File: config.mk
export PLATFORM = sky130hd
export DESIGN_NAME = mem_fpu_seq
export DESIGN_NICKNAME = d
export VERILOG_FILES = /design/src/rtl/mem_fpu_seq.sv
export SDC_FILE = /design/constraint.sdc
export NUM_CORES = 1
export LEC_CHECK = 0
export BUFFER_PORTS_ARGS = -buffer_cell sky130_fd_sc_hd__buf_2
export CORE_MARGIN = 4
export CORE_UTILIZATION = 30
export DETAILED_ROUTE_END_ITERATION = 7
export SYNTH_ARGS = -nofsm -noshare
export SYNTH_HDL_FRONTEND = slang
export SYNTH_SLANG_ARGS = --single-unit
File: constraint.sdc
create_clock -name mc_clk -period 5.2 [get_ports mc_clk]
set_input_delay 0.78 -clock mc_clk [delete_from_list [all_inputs] [get_ports mc_clk]]
set_output_delay 0.78 -clock mc_clk [all_outputs]
set_load 0.03 [all_outputs]
File: src/rtl/mem_fpu_seq.sv
// rtl/mem_fpu_seq.sv - operand sequencer: RAM word pairs -> FPU -> result stream
module mem_fpu_seq #(
  parameter int DATA_W = 32,
  parameter int ADDR_W = 7
) (
  input  logic              mc_clk,
  input  logic              mc_reset,
  input  logic              seq_start,
  input  logic [ADDR_W-1:0] seq_length,
  output logic              seq_busy,
  output logic              seq_done,
  output logic              seq_err,
  output logic [ADDR_W-1:0] ram_addr,
  output logic              ram_rd,
  input  logic [DATA_W-1:0] ram_data,
  output logic [DATA_W-1:0] fpu_opa,
  output logic [DATA_W-1:0] fpu_opb,
  output logic              fpu_start,
  input  logic              fpu_ready,
  input  logic [DATA_W-1:0] fpu_result,
  output logic              res_valid,
  output logic [DATA_W-1:0] res_data,
  input  logic              res_ready
);

  typedef enum logic [2:0] {
    IDLE, RD_A, RD_B, CAP_B, FPU_GO, FPU_WAIT, OUT, DONE
  } state_t;

  state_t            state;
  logic [ADDR_W-1:0] ptr;
  logic [ADDR_W-1:0] pairs;

  // Outputs are registered, so each read address is driven on entry to the
  // state that owns it; ptr always holds the next address to issue.
  always_ff @(posedge mc_clk or posedge mc_reset) begin
    if (mc_reset) begin
      state     <= IDLE;
      ptr       <= '0;
      pairs     <= '0;
      seq_busy  <= 1'b0;
      seq_done  <= 1'b0;
      seq_err   <= 1'b0;
      ram_addr  <= '0;
      ram_rd    <= 1'b0;
      fpu_opa   <= '0;
      fpu_opb   <= '0;
      fpu_start <= 1'b0;
      res_valid <= 1'b0;
      res_data  <= '0;
    end else begin
      seq_err   <= 1'b0;
      seq_done  <= 1'b0;
      fpu_start <= 1'b0;
      case (state)
        IDLE: begin
          if (seq_start) begin
            if (seq_length[0]) begin
              seq_err <= 1'b1;
            end else if (seq_length == '0) begin
              seq_busy <= 1'b1;
              seq_done <= 1'b1;
              state    <= DONE;
            end else begin
              seq_busy <= 1'b1;
              pairs    <= seq_length >> 1;
              ram_addr <= '0;
              ptr      <= ADDR_W'(1);
              ram_rd   <= 1'b1;
              state    <= RD_A;
            end
          end
        end
        RD_A: begin
          ram_addr <= ptr;
          ptr      <= ptr + 1'b1;
          state    <= RD_B;
        end
        RD_B: begin
          ram_rd  <= 1'b0;
          fpu_opa <= ram_data;
          state   <= CAP_B;
        end
        CAP_B: begin
          fpu_opb   <= ram_data;
          fpu_start <= 1'b1;
          state     <= FPU_GO;
        end
        FPU_GO: state <= FPU_WAIT;
        FPU_WAIT: begin
          if (fpu_ready) begin
            res_data  <= fpu_result;
            res_valid <= 1'b1;
            state     <= OUT;
          end
        end
        OUT: begin
          if (res_ready) begin
            res_valid <= 1'b0;
            pairs     <= pairs - 1'b1;
            if (pairs == ADDR_W'(1)) begin
              seq_done <= 1'b1;
              state    <= DONE;
            end else begin
              ram_addr <= ptr;
              ptr      <= ptr + 1'b1;
              ram_rd   <= 1'b1;
              state    <= RD_A;
            end
          end
        end
        DONE: begin
          seq_busy <= 1'b0;
          state    <= IDLE;
        end
        default: state <= IDLE;
      endcase
    end
  end

endmodule
Word level (Yosys, flattened, before mapping)
Index checks and enable logic that the tools add are counted.

Input bits: 76. Word-level logic and storage cells: 89. Output and inout port bits: 109. Register bits: 126.

Reductions and logical operators: 14. Muxes and demuxes: 46. Equality and inequality tests: 14. Add/sub/neg operators: 2.

Operators by type and width (number): 7-bit 2-to-1 mux (14); 7-bit one-hot mux with 3 select lines (2); 3-bit one-hot mux with 8 select lines (1); 1-bit 2-to-1 mux (18); 3-bit 2-to-1 mux (6); 7-bit one-hot mux with 2 select lines (1); 3-bit == test (second input constant) (4); 2-bit != test (second input constant) (6); 6-bit AND reduction (2); 7-bit by 1-bit adder with 7-bit output (second input constant) (1); 7-bit by 1-bit == test with 1-bit output (second input constant) (1); 7-bit zero test (1); 7-bit by 1-bit subtractor with 7-bit output (second input constant) (1); 3-bit by 2-bit == test with 1-bit output (second input constant) (2); 1-bit one-hot mux with 2 select lines (3); 3-bit AND reduction (2); 2-bit nonzero test (3); 3-bit nonzero test (2); 5-bit AND reduction (1); 4-bit AND reduction (1); 3-bit by 1-bit == test with 1-bit output (second input constant) (1); 3-bit zero test (1); 1-bit one-hot mux with 3 select lines (1); 2-bit AND reduction (1).

Longest topological paths before layout
Word-level depth: 5. Mapped depth: 8. Depth with buffers taken out: 7.

Least setup slack after synthesis
Ideal clock, no wire load.

Kind: input to register. From: input seq_start. To: register ram_addr[0]. Stages: 5. Path slack: 3.159 ns. Library setup time: 0.121 ns. Arrival: 1.920 ns. Path buffers: 0. Data required time: 5.079 ns. Cells stage by stage: nor2b_1 -> o31ai_2 -> a211oi_4 -> o211ai_4 -> a22o_1.

Cells in the longest elaborated chain, start to end: 2.

RTL lines: start: declaration (line 8) `input logic seq_start,`; 2-bit != test (no line); 6-bit AND reduction (no line); end signal: assignment (line 75) `ram_addr <= ptr;`; end signal: assignment (line 105) `ram_addr <= ptr;`; end: declaration (line 13) `output logic [ADDR_W-1:0] ram_addr,`.

Every way passes these cells. A chain may end at the register's enable or synchronous reset.

Worst setup path after layout
From: register state[1]. To: register fpu_opa[6].

Cells in the longest elaborated chain, start to end: 1.

RTL lines: start: declaration (line 30) `state_t state;`; start signal: assignment (line 38) `state <= IDLE;`; start signal: assignment (line 63) `state <= DONE;`; start signal: assignment (line 70) `state <= RD_A;`; 3-bit by 2-bit == test with 1-bit output (line 55) `case (state)`; end signal: assignment (line 81) `fpu_opa <= ram_data;`; end: declaration (line 16) `output logic [DATA_W-1:0] fpu_opa,`.

Every way passes these cells.

==> impl_metrics.toml <==
[setup_path]
cp_cell_sequence = "inv_1 -> nor3_4 -> buf_4 -> mux2_2"
crit_buf_inv = 2
cp_max_fo = 18
cp-start-kind = "register"
critPathKind = "reg -> reg"
max_stage_delay_ns = 0.75
cp_slowest_cell = "nor3_4"
worstReg2RegStart = "state[1]"
r2r_end = "fpu_opa[6]"
worstSetupEndpointType = "register"
crit_family = "buffers and inverters"
critPathArrivalTime_ns = 2.98
worstPathRequired_ns = 5.48
reg2reg_depth = 4
r2r_slack_ns = 2.50

[final_layout]
drive_gt1_share_pct = 55.0
syn2layout_area_growth_pct = 31.9
fin_area_um2 = 6950
nets = 655
final_cells = 814
final_core_util_pct = 40.3
diodes = 0

[placement]
placed_cells = 782
hpwl_um = 9450
dpl_cell_area_um2 = 6390
io_buffer_count = 184
gp_congestion = 0.790

[synth]
syn_inst = 390
synth_warnings = 0
synthDistinctLibCells = 44
yosys-top-cells-area = "dfrtp_1 60%, mux2_2 21%, o21ai_0 2.1%"
synthMostInstantiatedCell = "dfrtp_1"
synth_top_flop_cell = "dfrtp_1"
syn_avg_cell_area_um2 = 13.5
synthesis.nets = 469
synth_edf_count = 0
synthArstFlopShare_pct = 100
synth-seq-cells = 126
synth.top_cells.by_count = "126 x dfrtp_1, 96 x mux2_2, 22 x o21ai_0"
synth_top_cell_area_share_pct = 59.8
synth_top_area_cell = "dfrtp_1"
syn_area_um2 = 5270
yosysSeqAreaShare_pct = 59.8

[sta]
final.period_utilization_pct = 51.9
rsz0062_at_grt = "no"
setup_viol = 0
fin_crit_ns = 2.70
final-max-slew-violation-count = 0
finalHoldViolations = 0
final.setup.tns_ns = 0
max_freq_ghz = 0.371
skew_ns = 0.00777
slew_headroom_pct = 34.9
worst_pin_slew_ns = 0.976

[power_and_ir_drop]
p_per_area_nw_per_um2 = 759
p_sw_share_pct = 43.4
total_leakage_power_nw = 3.27
pwr-share-comb_pct = 45.5
p_int_mw = 2.99
peakVddDrop_mv = 0.328
switching_power_mw = 2.29
pwr-share-seq_pct = 33.6
clkPwrFrac_pct = 20.9

[cts]
ctsHoldBuffers = 0
cts_root_buf = "clkbuf_16"
htreeDepth = 4
clockBufferDepth = 2
clock_sinks = 126
ctsResizeCount = 0
clkTransAtPathRegs_ns = 0.06
clock_latency_ns = 0.40
cts_buffers = 17
cts_tree = "done"
post-cts-setup-buffer-count = 0

[hold_path]
holdCritStartpoint = "res_valid"
holdPathEnd = "res_valid"
hold_path_class = "reg -> reg"
whs_path_depth = 2

[routing]
via_count = 3871
drc = 0
via_per_inst = 4.76
drtIter0Drc = 234
dr.pass1.iters = 4
wl_per_cell_um = 16.0
antenna_left = 0
drt-total-wl_um = 13000

[floorplan]
coreArea_um2 = 17200
die_w_um = 141
die_h_um = 141
row_count = 48
ios = 185
die_area_um2 = 19700
initial_core_util_pct = 30.6

[grt]
grt_usage_pct = 13.4
grt_pass1_vias = 4202
antenna_found_initial = 1
overflow = 0
grt_max_degree = 82
grt_pass1_wl_um = 21500

[flow_run]
drv_cap = 0

[status]
outcome = "complete, no violations"
worst max-delay path by stage:
stage                     cells after the start         end      from  slack [ns]
final                                         4  fpu_opa[6]  state[1]        2.50
after CTS                                     4  fpu_opa[6]  state[1]        2.46
after detailed placement                      4  fpu_opa[6]  state[1]        2.46
after global placement                        4  fpu_opa[6]  state[1]        2.58
after global routing                          4  fpu_opa[5]  state[1]        2.30
after floorplan                               1  fpu_opa[0]  mc_reset        1.06
state kept, by name (all words and copies together) (netlist names):
register	count
fpu_opa	32
fpu_opb	32
fpu_start	1
pairs	7
ptr	7
ram_addr	7
ram_rd	1
res_data	32
res_valid	1
seq_busy	1
seq_done	1
seq_err	1
state	3
logic make-up after synthesis:
group | synth area share [%]
simple gates | 5.77
buf+inv | 2.80
fa+ha+maj | 0.712
mux | 20.7
flops | 59.8
compound gates | 10.2
layer usage:
layer	vias up	wire length [um]	global-route usage (%)
li1	1790	-	-
met1	1932	5370	16.2
met2	124	6410	21.4
met3	23	919	5.70
met4	2	284	4.90
met5	-	20	0
through the flow:
stage | power, mW | setup WS [ns] | hold WS, ns
3_3_place_gp | 4.15 | 2.58 | 0.464
2_1_floorplan | 3.51 | 1.06 | 0.452
5_1_grt | 5.60 | 2.30 | 0.513
4_1_cts | 5.36 | 2.46 | 0.497
3_5_place_dp | 4.22 | 2.46 | 0.480
6_report | 5.28 | 2.50 | 0.482
worst register-to-register path: stages, from the launching register on:
cell and delay [ns]:
dfrtp_1 0.68, inv_1 0.38, nor3_4 0.75, buf_4 0.39
mux2_2 0.37
layout by cell type, fill, tap and decap left out, types with 6 or more instances in the layout:
master,netlist,final
buf_2,10,184
dfrtp_1,126,126
mux2_2,96,96
o21ai_0,22,22
nand2_1,19,19
clkbuf_16,0,17
a21oi_1,13,13
nor2_1,12,12
nor3_1,9,9
inv_1,8,7
a22o_1,6,6
cell type report:
| type | instances | area, um^2 |
|---|---|---|
| Timing Repair Buffer | 188 | 951 |
| Fill cell | 1652 | 10300 |
| Inverter | 8 | 32.5 |
| Sequential cell | 126 | 3150 |
| Clock inverter | 8 | 57.6 |
| Multi-Input combinational cell | 235 | 1970 |
| Tap cell | 225 | 282 |
| Clock buffer | 24 | 502 |
power by group through the flow:
stage	registers [mW]	logic (mW)	clock network, mW
after CTS	1.78	2.44	1.14
after global placement	1.76	2.39	0
after global routing	1.85	2.56	1.18
after detailed placement	1.79	2.44	0
after floorplan	2.52	0.993	0
final	1.78	2.40	1.10
(Power assumes the default switching activity.)
